<file path="src/rtl/spi_note_receiver.sv">
`timescale 1ns/1ps
// spi_note_receiver
// Mode-0 SPI slave that collects 56-bit note on/off frames from the host MCU
// and presents them on the command bus consumed by voice_controller.
// Frame layout, MSB first, cs_n low throughout:
//   cmd[7:0] | voice_index[7:0] | velocity[7:0] | tuning_code[31:0]
//
// Handshake: o_SPI_flag is a one-cycle valid strobe with no ready. The four
// o_SPI_* fields change only in the cycle o_SPI_flag is high and then hold
// until the next accepted frame. o_frame_error is a one-cycle strobe for a
// rejected frame and is never high together with o_SPI_flag.
//
// i_reset must be released synchronously to i_clk; its assertion may be
// asynchronous. SYNC_STAGES must be at least 2.
module spi_note_receiver #(
  parameter int         SYNC_STAGES = 2,
  parameter int         NUM_VOICES  = 256,
  parameter logic [7:0] CMD_ON      = 8'h90,
  parameter logic [7:0] CMD_OFF     = 8'h80
) (
  input  logic        i_clk,
  input  logic        i_reset,
  input  logic        i_spi_sclk,
  input  logic        i_spi_cs_n,
  input  logic        i_spi_mosi,
  output logic        o_SPI_flag,
  output logic        o_SPI_note_status,
  output logic [7:0]  o_SPI_voice_index,
  output logic [7:0]  o_SPI_velocity,
  output logic [31:0] o_SPI_tuning_code,
  output logic        o_frame_error,
  output logic [1:0]  o_dbg_state
);

  localparam logic [5:0]  FRAME_BITS   = 6'd56;
  localparam logic [31:0] NUM_VOICES_W = 32'(NUM_VOICES);

  typedef enum logic [1:0] {
    WAIT_IDLE = 2'd0,
    IDLE      = 2'd1,
    RECV      = 2'd2,
    CHECK     = 2'd3
  } state_t;

  // Synchronizer chains; index SYNC_STAGES-1 is the synchronized value.
  logic [SYNC_STAGES-1:0] sclk_sync_q;
  logic [SYNC_STAGES-1:0] cs_n_sync_q;
  logic [SYNC_STAGES-1:0] mosi_sync_q;
  logic                   sclk_prev_q;
  logic                   cs_n_prev_q;

  // Fills with ones after reset; once full, the chains hold real pin samples
  // rather than their reset values.
  logic [SYNC_STAGES:0]   warm_q;

  state_t      state_q;
  logic [55:0] shift_q;
  logic [5:0]  count_q;

  logic        sclk_sync;
  logic        cs_n_sync;
  logic        mosi_sync;
  logic        sclk_rise;
  logic        cs_n_rise;
  logic        warm_done;

  logic [7:0]  frame_cmd;
  logic [7:0]  frame_index;
  logic [7:0]  frame_velocity;
  logic [31:0] frame_tuning;
  logic [31:0] frame_index_w;
  logic        cmd_ok;
  logic        index_ok;
  logic        frame_ok;

  assign sclk_sync = sclk_sync_q[SYNC_STAGES-1];
  assign cs_n_sync = cs_n_sync_q[SYNC_STAGES-1];
  assign mosi_sync = mosi_sync_q[SYNC_STAGES-1];
  assign sclk_rise = sclk_sync & ~sclk_prev_q;
  assign cs_n_rise = cs_n_sync & ~cs_n_prev_q;
  assign warm_done = warm_q[SYNC_STAGES];

  assign frame_cmd      = shift_q[55:48];
  assign frame_index    = shift_q[47:40];
  assign frame_velocity = shift_q[39:32];
  assign frame_tuning   = shift_q[31:0];
  assign frame_index_w  = {24'd0, frame_index};

  assign cmd_ok   = (frame_cmd == CMD_ON) || (frame_cmd == CMD_OFF);
  assign index_ok = frame_index_w < NUM_VOICES_W;
  assign frame_ok = (count_q == FRAME_BITS) && cmd_ok && index_ok;

  assign o_dbg_state = state_q;

  // Bring the three SPI pins into the i_clk domain; cs_n idles deselected.
  always_ff @(posedge i_clk or posedge i_reset) begin
    if (i_reset) begin
      sclk_sync_q <= '0;
      cs_n_sync_q <= '1;
      mosi_sync_q <= '0;
    end else begin
      sclk_sync_q <= {sclk_sync_q[SYNC_STAGES-2:0], i_spi_sclk};
      cs_n_sync_q <= {cs_n_sync_q[SYNC_STAGES-2:0], i_spi_cs_n};
      mosi_sync_q <= {mosi_sync_q[SYNC_STAGES-2:0], i_spi_mosi};
    end
  end

  // One extra flop per edge-detected signal for rising-edge detection.
  always_ff @(posedge i_clk or posedge i_reset) begin
    if (i_reset) begin
      sclk_prev_q <= 1'b0;
      cs_n_prev_q <= 1'b1;
    end else begin
      sclk_prev_q <= sclk_sync;
      cs_n_prev_q <= cs_n_sync;
    end
  end

  // Post-reset settle timer so WAIT_IDLE never trusts the reset value of cs_n.
  always_ff @(posedge i_clk or posedge i_reset) begin
    if (i_reset) begin
      warm_q <= '0;
    end else begin
      warm_q <= {warm_q[SYNC_STAGES-1:0], 1'b1};
    end
  end

  // Frame FSM with shift register, saturating bit counter and registered outputs.
  always_ff @(posedge i_clk or posedge i_reset) begin
    if (i_reset) begin
      state_q           <= WAIT_IDLE;
      shift_q           <= '0;
      count_q           <= '0;
      o_SPI_flag        <= 1'b0;
      o_SPI_note_status <= 1'b0;
      o_SPI_voice_index <= '0;
      o_SPI_velocity    <= '0;
      o_SPI_tuning_code <= '0;
      o_frame_error     <= 1'b0;
    end else begin
      o_SPI_flag    <= 1'b0;
      o_frame_error <= 1'b0;
      case (state_q)
        // A frame already running when reset released is dropped silently.
        WAIT_IDLE: begin
          if (warm_done && cs_n_sync) begin
            state_q <= IDLE;
          end
        end
        // Level check also catches a select that fell while we were in CHECK.
        IDLE: begin
          if (!cs_n_sync) begin
            shift_q <= '0;
            count_q <= '0;
            state_q <= RECV;
          end
        end
        RECV: begin
          if (cs_n_rise) begin
            state_q <= CHECK;
          end else if (sclk_rise && !cs_n_sync && (count_q != FRAME_BITS)) begin
            shift_q <= {shift_q[54:0], mosi_sync};
            count_q <= count_q + 6'd1;
          end
        end
        CHECK: begin
          if (frame_ok) begin
            o_SPI_flag        <= 1'b1;
            o_SPI_note_status <= (frame_cmd == CMD_ON);
            o_SPI_voice_index <= frame_index;
            o_SPI_velocity    <= frame_velocity;
            o_SPI_tuning_code <= frame_tuning;
          end else begin
            o_frame_error <= 1'b1;
          end
          state_q <= IDLE;
        end
        default: begin
          state_q <= WAIT_IDLE;
        end
      endcase
    end
  end

endmodule
</file>
<file path="config.mk">
export PLATFORM = sky130hd
export DESIGN_NAME = spi_note_receiver
export DESIGN_NICKNAME = d
export VERILOG_FILES = /design/src/rtl/spi_note_receiver.sv
export SDC_FILE = /design/constraint.sdc
export NUM_CORES = 1
export LEC_CHECK = 0
export BUFFER_PORTS_ARGS = -buffer_cell sky130_fd_sc_hd__buf_4
export CAP_MARGIN = 0
export CORE_UTILIZATION = 40
export DETAILED_ROUTE_END_ITERATION = 8
export PLACE_DENSITY = 0.54
export SKIP_CTS_REPAIR_TIMING = 1
export SYNTH_ARGS = -nofsm -noshare
export SYNTH_HDL_FRONTEND = slang
export SYNTH_SLANG_ARGS = --single-unit
</file>
<file path="constraint.sdc">
create_clock -name i_clk -period 10.7 [get_ports i_clk]
set_input_delay 0.535 -clock i_clk [delete_from_list [all_inputs] [get_ports i_clk]]
set_output_delay 0.535 -clock i_clk [all_outputs]
set_load 0.02 [all_outputs]
</file>
### Word-level counts from Yosys, hierarchy flattened

Cells that the tools add are included.

* flip-flop bits (word level): 126
* bits in latches: 0
* bits in writable memories: 0
* bits in read-only memories: 0
* input port bits: 5
* output and inout bits: 53
* logic and storage cells: 61
* memories kept: 0

* $add $sub $neg: 1
* multiply operators: 0
* div/mod/pow operators: 0
* order comparisons: 1
* equal/unequal tests: 12
* shifts and indexed selects: 0
* multiplexer cells: 16
* bitwise operators: 4
* reductions and logical operators: 12

Operators with widths (count)
* 56-bit 2-to-1 mux: 3
* 56-bit case mux with 2 select lines: 1
* 6-bit 2-to-1 mux: 3
* 8-bit == test (second input constant): 2
* 6-bit case mux with 2 select lines: 1
* 2-bit != test (second input constant): 5
* 8-bit by 9-bit less-than comparator with 1-bit output (second input constant): 1
* 2-bit case mux with 4 select lines: 1
* 6-bit by 1-bit adder with 6-bit output (second input constant): 1
* 6-bit == test (second input constant): 1
* 2-bit 2-to-1 mux: 3
* 6-bit != test (second input constant): 1
* 1-bit logical AND: 5
* 2-bit == test (second input constant): 2
* 1-bit 2-to-1 mux: 4
* 4-bit AND reduction: 1
* 3-bit AND reduction: 1
* 1-bit bitwise AND: 2
* 2-bit by 1-bit == test with 1-bit output (second input constant): 1
* 2-bit zero test: 1
* 1-bit NOT: 2
* 2-bit AND reduction: 1
* 2-bit nonzero test: 1
* 1-bit zero test: 1
* 1-bit logical OR: 1

### Depth between registers and ports, before layout

* word-level depth: 7
* mapped depth: 9
* mapped depth without buffers: 5

### Least setup slack after synthesis

Ideal clock, no wire load.

* path kind: register to register
* start: reg state_q[0], in the netlist o_dbg_state[0]
* end: reg shift_q[20]
* setup time: 0.131 ns
* arrival time: 1.895 ns
* data required time: 10.569 ns
* setup slack: 8.674 ns
* cell stages (with the launch flop): 9
* path buffers: 3
* period minus slack after synthesis: 2.026 ns
* cell sequence: dfrtp_1 inv_1 ha_1 buf_2 or3b_2 clkbuf_1 clkbuf_1 nand2_1 mux2i_1

* longest elaborated chain between the ends: 3
* elaborated cells on any way between the ends: 8
* classes of those cells: 5 x eq/ne; 1 x mux; 2 x reduce/logical

Ends and longest elaborated chain
* start: declaration: line 56 `state_t state_q;`
* start signal: assignment: line 131 `state_q <= WAIT_IDLE;`
* start signal: assignment: line 147 `state_q <= IDLE;`
* start signal: assignment: line 155 `state_q <= RECV;`
* 2-bit == test / 2-bit by 1-bit == test with 1-bit output (equally long branches): line 143 `case (state_q)`
* 2-bit != test (no source line) / 2-bit nonzero test (equally long branches)
* 4-bit AND reduction (no source line)
* end signal: assignment: line 162 `shift_q <= {shift_q[54:0], mosi_sync};`
* end: declaration: line 57 `logic [55:0] shift_q;`

Parallel ways exist; a longest one is shown, timed or not.
A chain may end at the register's enable or synchronous reset.

### Final worst setup path

* start: reg state_q[0], in the netlist o_dbg_state[0]
* end: reg shift_q[34]

The elaborated chain is that of the path after synthesis.

==> results.txt <==
CTS tree: yes
number of flops mapped to enable cells by yosys: 0
number of CTS-inserted buffers: 17
Post-DRT Antenna Nets: 0
Root Buffer: clkbuf_16
die area: 13700 um^2
vias in the first global route: 3209
Tmin final: 3.06 ns
relative slew slack: 0.188
asr flop ratio synth: 1.00
largest net degree at the start of global routing: 67
GPL Wtd Cong: 0.767
Starting Density: 0.414
Clock transition at path regs: 0.05 ns
first-pass GRT wire length: 15.8 mm
Hold Path Class: input pin to flop
outcome: finished, final reports clean
clock sinks: 126
Area growth syn-to-layout: 19.5%
syn nets: 438
initial antenna violation count: 0
final setup fails: 0
synthesized area: 5290 um^2
period utilization: 0.286
Total Power: 0.00113 W
RSZ-0062 raised after global routing: no
DRT Pass-1 Iters: 4
commonest cells after routing, fill and taps aside: dfrtp_1, nand2_1, mux2i_1
antenna cell count: 0
Hold Vio Cnt, Final: 0
Peak supply drop: 99.3 uV
pwr dens: 179 nW/um^2
Critical Path AT: 3.39 ns
actual slew at the worst max-slew pin: 1.22 ns
die width: 117 um
Core Rows: 41
H-tree levels: 4
Critical Path Fanout Max: 63
# port buffers: 57
CP Capture Type: flop
hpwl dp: 5.41 mm
DRC violations left: 0
CP Launch Type: flop
Die Height: 117 um
gr ovfl total: 0
all-layer global routing usage: 0.154
hold wc startpoint: i_spi_sclk
CP Launch Point: o_dbg_state[0]$_DFFE_PP0P_
Seq/Total Area, Yosys: 0.597
clk_skew: 0.00908 ns
final net count: 488
Vias: 3197
Max-Cap Viols: 0
fmax: 327 MHz
syn_area_per_cell: 12.4 um^2
vias per std cell: 4.84
Top FF cell, synth: dfrtp_1
DRT iter0 DRCs: 194
slack of the worst reg-to-reg path: 7.64 ns
Clock Tree Buf Depth: 2
Final Max Slew Viols: 0
commonest non-fill, non-tap cell in the layout: dfrtp_1
setup TNS: 0 ns
I/O pin count: 58
core area: 12800 um^2
drt wl/cell: 14.3 um
WL final: 9.46 mm
Synth Instances: 426
Yosys Warn Count: 0
Pleak: 3.38 nW
Distinct cells, synth: 31
#FFs+latches synth: 126
Clk Latency, worst-skew pair: 0.41 ns
share of post-route cells with drive strength above 1: 0.284
reg2reg start: o_dbg_state[0]$_DFFE_PP0P_
CP Class: flop to flop
CP required: 11.03 ns
==> final timing paths <==
path,to,cells after the start
worst max register to register,shift_q[34]$_DFFE_PP0P_,6
max in group asynchronous,shift_q[16]$_DFFE_PP0P_,3
worst min register to register,warm_q[2]$_DFF_PP0_,0
worst min-delay path,sclk_sync_q[0]$_DFF_PP0_,1
min in group asynchronous,o_SPI_tuning_code[28]$_DFFE_PP0P_,2
worst max-delay path,shift_q[34]$_DFFE_PP0P_,6
==> kinds of logic after synthesis <==
kind of cell | synth area share
AND/OR/NAND/NOR | 0.111
flip-flops | 0.597
multiplexers | 0.227
buffers and inverters | 0.0355
AO/OA/AOI/OAI | 0.0114
adder cells (fa/ha/maj) | 0.0166
other | 0.000709
==> through the flow <==
stage | util | setup slack (ns) | hold slack (ns) | std cells | instance area [um^2]
floorplan | - | 6.81 | 0.331 | 426 | 5290
global placement | 0.454 | 7.70 | 0.333 | 629 | 5800
detailed placement | 0.454 | 7.62 | 0.346 | 629 | 5800
CTS | 0.495 | 7.57 | 0.221 | 661 | 6320
global route | 0.495 | 7.34 | 0.221 | 661 | 6320
finish | 0.495 | 7.64 | 0.236 | 661 | 6320
==> critical path, cell delays in order, from the launching register on <==
cell and delay, ns:
dfrtp_1 0.43, inv_1 0.12, ha_2 0.98, or3b_2 0.70
buf_4 0.46, nand2_1 0.11, mux2i_1 0.16
==> final cells by class <==
cell class | count | area, um^2
multi-input cells | 265 | 1960
flip-flops and latches | 126 | 3160
clock buffers | 31 | 508
repair buffers | 59 | 443
well taps | 172 | 215
inverters | 7 | 28.8
fillers | 1140 | 6460
clock inverters | 1 | 5.00
==> sequential cells by signal (all words and copies together), names as in the netlist <==
signal / cells
shift_q: 56
o_SPI_tuning_code: 32
o_SPI_velocity: 8
o_SPI_voice_index: 8
count_q: 6
warm_q: 3
cs_n_sync_q: 2
mosi_sync_q: 2
o_dbg_state: 2
sclk_sync_q: 2
cs_n_prev_q: 1
o_SPI_flag: 1
o_SPI_note_status: 1
o_frame_error: 1
sclk_prev_q: 1
==> Yosys cell counts, types with 2 or more instances <==
library cell / instances / area share
buf_2: 9 / 0.0085
buf_6: 6 / 0.013
clkbuf_1: 13 / 0.0092
dfrtp_1: 123 / 0.58
dfstp_2: 3 / 0.015
ha_1: 7 / 0.017
inv_1: 7 / 0.0050
mux2_2: 40 / 0.085
mux2_4: 10 / 0.028
mux2i_1: 60 / 0.11
nand2_1: 120 / 0.085
nand3_1: 5 / 0.0047
o211ai_1: 4 / 0.0057
or3_1: 2 / 0.0024
==> where the power goes <==
part / leakage (nW) / switching [W] / internal [W] / total (W)
Sequential: 1.72 / 0.00000967 / 0.000488 / 0.000498
Combinational: 1.40 / 0.0000947 / 0.0000365 / 0.000131
Clock: 0.248 / 0.000187 / 0.000314 / 0.000501
Total: 3.38 / 0.000291 / 0.000839 / 0.00113
==> metal layers <==
layer	part of all wire	GRT usage
met1	0.49	0.211
met4	0.017	0.0709
met3	0.034	0.0412
met5	0	0
met2	0.46	0.227
Note: power is estimated with default switching activity, not from simulation.
